<file path="config.mk">
export PLATFORM = sky130hd
export DESIGN_NAME = prog_loader
export DESIGN_NICKNAME = d
export VERILOG_FILES = /design/src/rtl/prog_loader.sv
export SDC_FILE = /design/constraint.sdc
export NUM_CORES = 1
export LEC_CHECK = 0
export ABC_AREA = 1
export CAP_MARGIN = 30
export CORE_ASPECT_RATIO = 1.25
export CORE_MARGIN = 3
export CORE_UTILIZATION = 35
export DETAILED_ROUTE_END_ITERATION = 7
export SETUP_SLACK_MARGIN = 0.5
export SLEW_MARGIN = 20
export SYNTH_ARGS = -nofsm -noshare
export SYNTH_HDL_FRONTEND = slang
export SYNTH_SLANG_ARGS = --single-unit
</file>
<file path="constraint.sdc">
create_clock -name clk -period 1.4 [get_ports clk]
set_input_delay 0.21 -clock clk [delete_from_list [all_inputs] [get_ports clk]]
set_output_delay 0.21 -clock clk [all_outputs]
set_load 0.01 [all_outputs]
</file>
<file path="src/rtl/prog_loader.sv">
// prog_loader: pin-driven byte loader that takes ownership of a 16x8 program
// RAM, writes one byte per wr_strobe rising edge and optionally reads it back.
// Ports:
//   clk, rst_n      clock, asynchronous active-low reset
//   prog_mode       async pin: request program mode (synchronized)
//   wr_strobe       async pin: one rising edge = one byte (synchronized)
//   auto_inc        1 = internal pointer supplies address, 0 = addr_in
//   addr_in/data_in address/data, sampled on a detected strobe edge
//   ram_rdata       RAM read data, one clk after ram_addr
//   ram_we/ram_addr/ram_wdata  RAM write port
//   cpu_halt        CPU clock-enable hold while the loader owns the RAM
//   busy/ack/err    status; err is a sticky readback mismatch
//   byte_count      bytes written this session, saturating at 16
module prog_loader #(
  parameter int unsigned SYNC_STAGES = 2,
  parameter int unsigned VERIFY_EN   = 1
) (
  input  logic       clk,
  input  logic       rst_n,
  input  logic       prog_mode,
  input  logic       wr_strobe,
  input  logic       auto_inc,
  input  logic [3:0] addr_in,
  input  logic [7:0] data_in,
  input  logic [7:0] ram_rdata,
  output logic       ram_we,
  output logic [3:0] ram_addr,
  output logic [7:0] ram_wdata,
  output logic       cpu_halt,
  output logic       busy,
  output logic       ack,
  output logic       err,
  output logic [4:0] byte_count
);

  localparam int unsigned AW = 4;
  localparam int unsigned CW = 5;
  localparam logic [CW-1:0] CNT_MAX = CW'(16);

  typedef enum logic [2:0] {
    S_IDLE,
    S_ARMED,
    S_WRITE,
    S_VERIFY,
    S_ACK
  } state_t;

  state_t state_q, state_d;

  logic [SYNC_STAGES-1:0] pm_sync_q, ws_sync_q;
  logic          pm_s, ws_s, ws_prev_q;
  logic          strobe_edge_c;
  logic [AW-1:0] ptr_q, ptr_d, addr_d;
  logic [7:0]    wdata_d;
  logic [CW-1:0] cnt_d;
  logic          err_d;
  logic          ainc_q, ainc_d;
  logic          vphase_q, vphase_d;

  assign pm_s          = pm_sync_q[SYNC_STAGES-1];
  assign ws_s          = ws_sync_q[SYNC_STAGES-1];
  assign strobe_edge_c = ws_s & ~ws_prev_q;

  // Pin synchronizers and strobe edge history
  always_ff @(posedge clk or negedge rst_n) begin
    if (!rst_n) begin
      pm_sync_q <= '0;
      ws_sync_q <= '0;
      ws_prev_q <= 1'b0;
    end else begin
      pm_sync_q <= {pm_sync_q[SYNC_STAGES-2:0], prog_mode};
      ws_sync_q <= {ws_sync_q[SYNC_STAGES-2:0], wr_strobe};
      ws_prev_q <= ws_s;
    end
  end

  // State register
  always_ff @(posedge clk or negedge rst_n) begin
    if (!rst_n) state_q <= S_IDLE;
    else        state_q <= state_d;
  end

  // Next state and datapath updates
  always_comb begin
    state_d  = state_q;
    addr_d   = ram_addr;
    wdata_d  = ram_wdata;
    ptr_d    = ptr_q;
    cnt_d    = byte_count;
    err_d    = err;
    ainc_d   = ainc_q;
    vphase_d = 1'b0;
    case (state_q)
      S_IDLE: begin
        if (pm_s) begin
          state_d = S_ARMED;
          ptr_d   = '0;
          cnt_d   = '0;
          err_d   = 1'b0;
        end
      end
      S_ARMED: begin
        // A strobe edge wins over a simultaneous prog_mode drop
        if (strobe_edge_c) begin
          addr_d  = auto_inc ? ptr_q : addr_in;
          wdata_d = data_in;
          ainc_d  = auto_inc;
          state_d = S_WRITE;
        end else if (!pm_s) begin
          state_d = S_IDLE;
        end
      end
      S_WRITE: begin
        if (ainc_q) ptr_d = ptr_q + AW'(1);
        if (byte_count != CNT_MAX) cnt_d = byte_count + CW'(1);
        state_d = (VERIFY_EN != 0) ? S_VERIFY : S_ACK;
      end
      S_VERIFY: begin
        // First cycle waits out the synchronous read latency
        if (!vphase_q) begin
          vphase_d = 1'b1;
        end else begin
          if (ram_rdata != ram_wdata) err_d = 1'b1;
          state_d = S_ACK;
        end
      end
      S_ACK: begin
        if (!ws_s) state_d = S_ARMED;
      end
      default: state_d = S_IDLE;
    endcase
  end

  // Datapath registers; status outputs are registered from the next state
  always_ff @(posedge clk or negedge rst_n) begin
    if (!rst_n) begin
      ram_addr   <= '0;
      ram_wdata  <= '0;
      ptr_q      <= '0;
      byte_count <= '0;
      err        <= 1'b0;
      ainc_q     <= 1'b0;
      vphase_q   <= 1'b0;
      ram_we     <= 1'b0;
      busy       <= 1'b0;
      ack        <= 1'b0;
      cpu_halt   <= 1'b0;
    end else begin
      ram_addr   <= addr_d;
      ram_wdata  <= wdata_d;
      ptr_q      <= ptr_d;
      byte_count <= cnt_d;
      err        <= err_d;
      ainc_q     <= ainc_d;
      vphase_q   <= vphase_d;
      ram_we     <= (state_d == S_WRITE);
      busy       <= (state_d == S_WRITE) || (state_d == S_VERIFY);
      ack        <= (state_d == S_ACK);
      cpu_halt   <= (state_d != S_IDLE);
    end
  end

endmodule

</file>
=== Word level (Yosys, flattened, before mapping) ===
Cells that the tools add are included.
Widths: inputs -> output; s select.

* Add/sub/neg operators: 2
* Equal/unequal tests: 14
* Muxes and demuxes: 19
* Bitwise operators: 2
* Reduce and logical (&&, ||, !) cells: 9

{| class="wikitable"
|+ Operator list
! kind !! number
|-
| $mux 3 || 5
|-
| $pmux 3 s5 || 1
|-
| $eq 3x2->1 const B || 4
|-
| $mux 4 || 3
|-
| $mux 5 || 2
|-
| $ne 2x2->1 const B || 5
|-
| $pmux 5 s2 || 1
|-
| $ne 8x8->1 || 1
|-
| $pmux 4 s2 || 1
|-
| $eq 3x3->1 const B || 2
|-
| $reduce_and 3->1 || 2
|-
| $add 5x1->5 const B || 1
|-
| $mux 1 || 5
|-
| $ne 5x5->1 const B || 1
|-
| $add 4x1->4 const B || 1
|-
| $reduce_and 4->1 || 1
|-
| $reduce_bool 2->1 || 2
|-
| $eq 3x1->1 const B || 1
|-
| $logic_not 3->1 || 1
|-
| $reduce_bool 3->1 || 1
|-
| $pmux 1 s2 || 1
|-
| $reduce_and 2->1 || 1
|-
| $and 1x1->1 || 1
|-
| $logic_or 1x1->1 || 1
|-
| $not 1->1 || 1
|}

* Register bits: 36
* Bits of input ports: 25
* Output and inout bits: 22
* Word-level logic and storage cells: 61

=== Depth between registers and ports, before layout ===
* Depth after elaboration: 6
* Depth in mapped cells: 8

=== Worst setup path before layout ===
OpenSTA, ideal clock, no wires.

* Path kind: register to register
* From: register byte_count[0]
* To: register byte_count[0]
* Library setup time: 0.130 ns
* Arrival time: 1.188 ns
* Slack: 0.083 ns
* Cell stages (with the launch flop): 8
* Buffers on the path: 0
* Clock period less this slack: 1.317 ns
* Cells stage by stage: dfrtp_1 > inv_1 > ha_1 > nand2_1 > nor3_1 > inv_1 > a21oi_1 > a21oi_1

* Longest elaborated chain between the ends: 3
* Elaborated cells on any way between the ends: 6

{| class="wikitable"
|+ Ends and longest elaborated chain
! item !! RTL line !! RTL
|-
| from (decl) || 33 || <nowiki>output logic [4:0] byte_count</nowiki>
|-
| from (signal assigned) || 152 || <nowiki>byte_count <= cnt_d;</nowiki>
|-
| $add 5x1->5 / $ne 5x5->1 (equally long branches) || 115 || <nowiki>if (byte_count != CNT_MAX) cnt_d = byte_count + CW'(1);</nowiki>
|-
| $mux 5 / $ne 2x2->1 (equally long branches) || - ||
|-
| $pmux 5 s2 / $reduce_and 3->1 (equally long branches) || - ||
|}

Parallel ways exist; a longest one is shown, timed or not. The select of a mux whose other input is x is not followed.
A chain may end at the register's enable or synchronous reset.

=== Final worst setup path ===
* From: register byte_count[1]
* To: register byte_count[4]

The elaborated chain is that of the path after synthesis.

==> impl_metrics.yaml <==
pwr:
  cellPowerDensity_mw_per_mm2: 1880
  ir_drop_mv: 1.10
  p_total_mw: 5.39
  p_leak_nw: 1.39
setup_path:
  rrSetupSlack_ps: 90
  reg2reg_depth: 8
  startpoint_type: "register"
  cp_data_required_time_ps: 1590
  path_max_fanout: 3
  end_kind: "register"
  critical_path_class: "reg2reg"
  r2r-end: "byte_count[4]"
  timing.rr.start: "byte_count[1]"
  arrival_ps: 1500
yosys:
  synth_ff_type: "dfrtp_1"
  synth-edff-count: 0
  synth_nets: 223
  synth_top_area_share_pct: 53.5
  synth_area_leaders: "dfrtp_1 54%, nand2_1 15%, inv_1 4.9%"
  syn_inst: 195
  synth_most_common_cell: "nand2_1"
  synth_area_mm2: 0.00168
  synth-seq-area-share_pct: 53.5
  ys_ff_latch: 36
  synth_area_leader_cell: "dfrtp_1"
  syn_avg_cell_area_um2: 8.63
  async_reset_ff_share_pct: 100
  synthDistinctLibCells: 25
  ys_warn_count: 0
  synthTopCellsByCount: "69 x nand2_1, 36 x dfrtp_1, 22 x inv_1"
die:
  fp.dieH_um: 83.5
  io_pins: 47
  die_w_um: 68.0
  fp.dieArea_mm2: 0.00568
  initial_core_util_pct: 37.2
  coreArea_mm2: 0.00453
  num_rows: 27
job:
  drv_cap: 0
final_layout:
  drive_gt1_share_pct: 43.5
  antennaDiodeCount: 0
  instances_no_fill: 343
  fill_cells: 397
  layout.nets: 312
  syn_to_final_growth_pct: 70.2
routing:
  drt-vias-per-instance: 4.60
  firstDrtPassIters: 4
  drt_iter0_markers: 31
  wl_per_cell_um: 13.3
  drc: 0
  ant_nets: 0
  wl_um: 4570
  vias: 1579
sta:
  worst_slack_ps: 88.1
  slew_violations: 0
  fin_crit_sh_pct: 93.7
  timing.fmax_mhz: 762
  grt_setup_unrepaired: "true"
  hold_viol: 0
  fin_worst_skew_ps: 5.14
  worst_pin_slew_ps: 260
  timing.setup.tns_ps: 0
  setup_viol: 0
  finalCriticalPeriod_ps: 1310
  relSlewSlack_pct: 82.7
placement:
  placed_cells: 301
  portBuffers: 46
  place_ws_ps: 104
  place_congestion: 0.756
  dp_hpwl_um: 2770
worst_hold_path:
  hold_class: "in2async"
global_route:
  grt_pass1_wl_um: 7410
  grt_pass1_vias: 1598
  grt_use_total_pct: 17.0
  grt-ovfl-total: 0
  antenna_found_initial: 0
  grt_start_max_net_pins: 37
clock_tree:
  numCtsBuffers: 5
  htree_levels: 2
  ctsHoldBuffers: 0
  clk_pin_slew_ps: 70
  cts_max_path_buffers: 2
  clock-sinks: 36
  clk_latency_ps: 290
  ctsRootBufferMaster: "clkbuf_8"
  cts_tree: "done"
status:
  status: "complete, no violations"
-- cell type report --
| class | instances | area, um2 | area share [%] |
|---|---|---|---|
| Multi-Input combinational cell | 133 | 872 | 30.4 |
| Timing Repair Buffer | 84 | 806 | 28.1 |
| Clock buffer | 6 | 72.6 | 2.53 |
| Sequential cell | 36 | 906 | 31.6 |
| Clock inverter | 2 | 35.0 | 1.22 |
| Tap cell | 58 | 72.6 | 2.53 |
| Inverter | 24 | 100 | 3.49 |
-- how the worst max path moves through the flow --
stage / from / to / slack, ps / depth (start not counted)
6_report: byte_count[1] / byte_count[4] / 90 / 8
5_1_grt: byte_count[1] / byte_count[4] / 2 / 9
4_1_cts: byte_count[1] / byte_count[4] / 40 / 9
3_5_place_dp: ram_rdata[3] / err / 100 / 8
3_3_place_gp: ram_rdata[1] / err / 120 / 8
2_1_floorplan: byte_count[1] / byte_count[0] / 180 / 7
-- cell usage in the layout, fill, tap and decap left out, types with 13 or more instances in the layout --
cell type / n
dfrtp_1: 32
buf_2: 13
buf_6: 18
nand2_1: 58
buf_4: 22
inv_1: 13
clkdlybuf4s50_1: 24
-- registers in the layout (all words and copies together), names as in the netlist --
signal and flops:
ack 1, state_q 3, byte_count 5, ptr_q 4, cpu_halt 1, ws_prev_q 1, pm_sync_q 2, ws_sync_q 2
ram_addr 4, vphase_q 1, ram_we 1, ainc_q 1, busy 1, ram_wdata 8, err 1
-- critical path, stage by stage, from the launching register on --
cell,delay [ps]
dfrtp_1,390
buf_6,130
buf_4,140
ha_4,160
nand3_2,70
xor2_1,160
nor2_1,60
nand2_1,50
nand2_1,50
-- cell families after synthesis --
kind of cell | share of synthesized area [%]
AOI/OAI and AO/OA | 9.00
xor gates and xnor gates | 3.64
adders and majority gates | 2.23
buffers and inverters | 6.84
DFF | 53.5
and+or+nand+nor | 24.8
-- per-stage QoR --
stage	util, %	cell area (um2)	hold slack [ps]
finish	63.3	2860	288
global route	63.3	2860	296
CTS	59.9	2710	294
detailed placement	50.3	2280	341
global placement	50.3	2280	333
floorplan	-	1710	-85.6
-- what timing repair did --
action	in CTS	in global routing
resized for setup	135	28
setup buffers	28	5
pin swaps	27	24
cloned	1	0
hold endpoints to repair	0	0
setup endpoints to repair	52	53
-- power by group --
part	leakage, nW	internal (mW)	total, mW	switching (mW)
clock	0.0552	0.529	0.922	0.393
combinational	0.888	1.45	2.81	1.35
sequential	0.446	1.39	1.66	0.272
-- metal layers --
metal / part of all wire, % / track usage, %
met1: 41 / 21.0
met2: 50 / 28.3
met3: 6.2 / 4.31
met4: 2.0 / 5.24
met5: 0 / 0
No activity file was read; power rests on OpenSTA's default activity.
==> edit (config.mk and constraints unchanged) <==
Add an input register stage for `prog_mode`, cleared by the reset; this delays it by one clock. The other inputs are not delayed to match.
--- a/src/rtl/prog_loader.sv
+++ b/src/rtl/prog_loader.sv
@@ -47,2 +47,12 @@
 
+  logic prog_mode_q;
+
+  always_ff @(posedge clk or negedge rst_n) begin
+    if (!rst_n) begin
+      prog_mode_q <= '0;
+    end else begin
+      prog_mode_q <= prog_mode;
+    end
+  end
+
   state_t state_q, state_d;
@@ -70,3 +80,3 @@
     end else begin
-      pm_sync_q <= {pm_sync_q[SYNC_STAGES-2:0], prog_mode};
+      pm_sync_q <= {pm_sync_q[SYNC_STAGES-2:0], prog_mode_q};
       ws_sync_q <= {ws_sync_q[SYNC_STAGES-2:0], wr_strobe};
Formal check against the unedited RTL: not equivalent (a bounded check fails within 4 cycles, from zero or initial values and one cycle with rst_n low).
==> edit against the original RTL <==
  * Synthesized area rose by 1.8%
  * Final cell count rose by 6.1%
  * Critical path depth did not move
  * Wire length rose by 2.0%
  * Sequential power rose by 5%
  * Largest cell class unchanged
  * Total power rose by 7.4%
  * Final area rose by 6.4%
  * Sequential cell count rose by 1
  * Worst setup slack got worse by 0.018 ns
==> edit: results (changes against the original RTL) <==
* Layout cells sized above 1 at 0.4804 (+0.04530)
* DP Cell Count at 308 (+2.3%)
* Commonest cells post-synth: 74 x nand2_1, 37 x dfrtp_1, 23 x inv_1
* Crit-path max cell delay at 0.41 ns (+0.02 ns)
* Switching Power at 2199 uW (+8.9%)
* Share of power burned in registers at 0.301 (-0.007)
* Dpl hpwl at 2727 um (-1.5%)
* Largest net degree at the start of global routing at 25 (-32%)
* Worst min-delay path class: reg -> reg
* Slew HR at 0.7796 (-0.04686)
* Global Route Usage Sum at 0.1769 (+0.006826)
* Multi-input gates at 136 (+2.3%)
* NumNets Final at 333 (+6.7%)
* Setup bufs post-CTS at 39 (+39%)
* Number of non-clock buffers in the layout at 97 (+15%)
* Gpl congestion at 0.7239 (-4.2%)
* Adder-Cell Fraction of Synth Area at 0.02191 (-0.0003910)
* Synth Area in Compound Gates at 0.07378 (-0.01619)
* CTS hold repair buffers at 1 (+1)
* Comb power at 3330 uW (+19%)
* 1st-iter DRT viols at 27 (-13%)
* Fill cells at 363 (-8.6%)
* Vias in the first global route at 1635 (+2.3%)
* Vias at 1653 (+4.7%)
* Mapped Avg Cell Area at 8.480 um2 (-1.7%)
* Synth area leaders: dfrtp_1 54%, nand2_1 16%, inv_1 5.0%
* Leakage at 0.001504 uW (+8.3%)
* Net Count, Synth at 230 (+3.1%)
* Worst Clk Skew at 0.002081 ns (-0.003057 ns)
* First-pass GRT wire length at 7631 um (+3.0%)
* PostCTS Resize Cnt at 145 (+7.4%)
* Status: finished clean
* Wire per inst at 12.80 um (-3.9%)
* Non-clk buf share at 0.3017 (+0.02038)
* Sequential cell count at 37 (+2.8%)
[edit: changes by cell type after synthesis, moves of 2 or more]
| cell | unedited run | this run |
|---|---|---|
| o21ai_0 | 7 | 2 |
| nand2_1 | 69 | 74 |
| nor2_1 | 15 | 13 |
| inv_2 | 1 | 5 |
| o21ai_1 | 7 | 12 |
[edit: kinds of logic after synthesis]
logic type | Yosys count
XOR/XNOR | 6
buffers and inverters | 30
flip-flops | 37
adder cells (fa/ha/maj) | 3
AO/OA/AOI/OAI | 21
AND/OR/NAND/NOR | 105
[edit: routing by layer]
layer  track usage  wire (um)  vias to the layer above
met2        0.2919       2334                       46
met3       0.04150        328                        7
li1              -          -                      833
met5             0          0                        -
met1        0.2174       1916                      767
met4       0.06872         80                        0
[edit: per-stage QoR]
step	total power (uW)	worst slack (ns)	hold WS, ns	instance area, um2
4_1_cts	5325	0.08207	0.3509	2873
3_5_place_dp	3685	0.1124	0.1290	2321
6_report	5788	0.07010	0.3490	3048
3_3_place_gp	3661	0.09530	0.1232	2321
5_1_grt	6210	0.007184	0.3553	3048
2_1_floorplan	2829	0.1602	-0.08559	1760
[edit: worst paths after layout]
path	from	end	slack (ns)	depth (start not counted)
min in group asynchronous	rst_n	ws_prev_q$_DFF_PN0_	0.36	2
max	byte_count[1]$_DFFE_PN0P_	byte_count[4]$_DFFE_PN0P_	0.07	8
min	ws_sync_q[0]$_DFF_PN0_	ws_sync_q[1]$_DFF_PN0_	0.35	0
min reg2reg	ws_sync_q[0]$_DFF_PN0_	ws_sync_q[1]$_DFF_PN0_	0.35	0
max in group asynchronous	rst_n	ram_addr[3]$_DFFE_PN0P_	0.60	3
max reg2reg	byte_count[1]$_DFFE_PN0P_	byte_count[4]$_DFFE_PN0P_	0.07	8
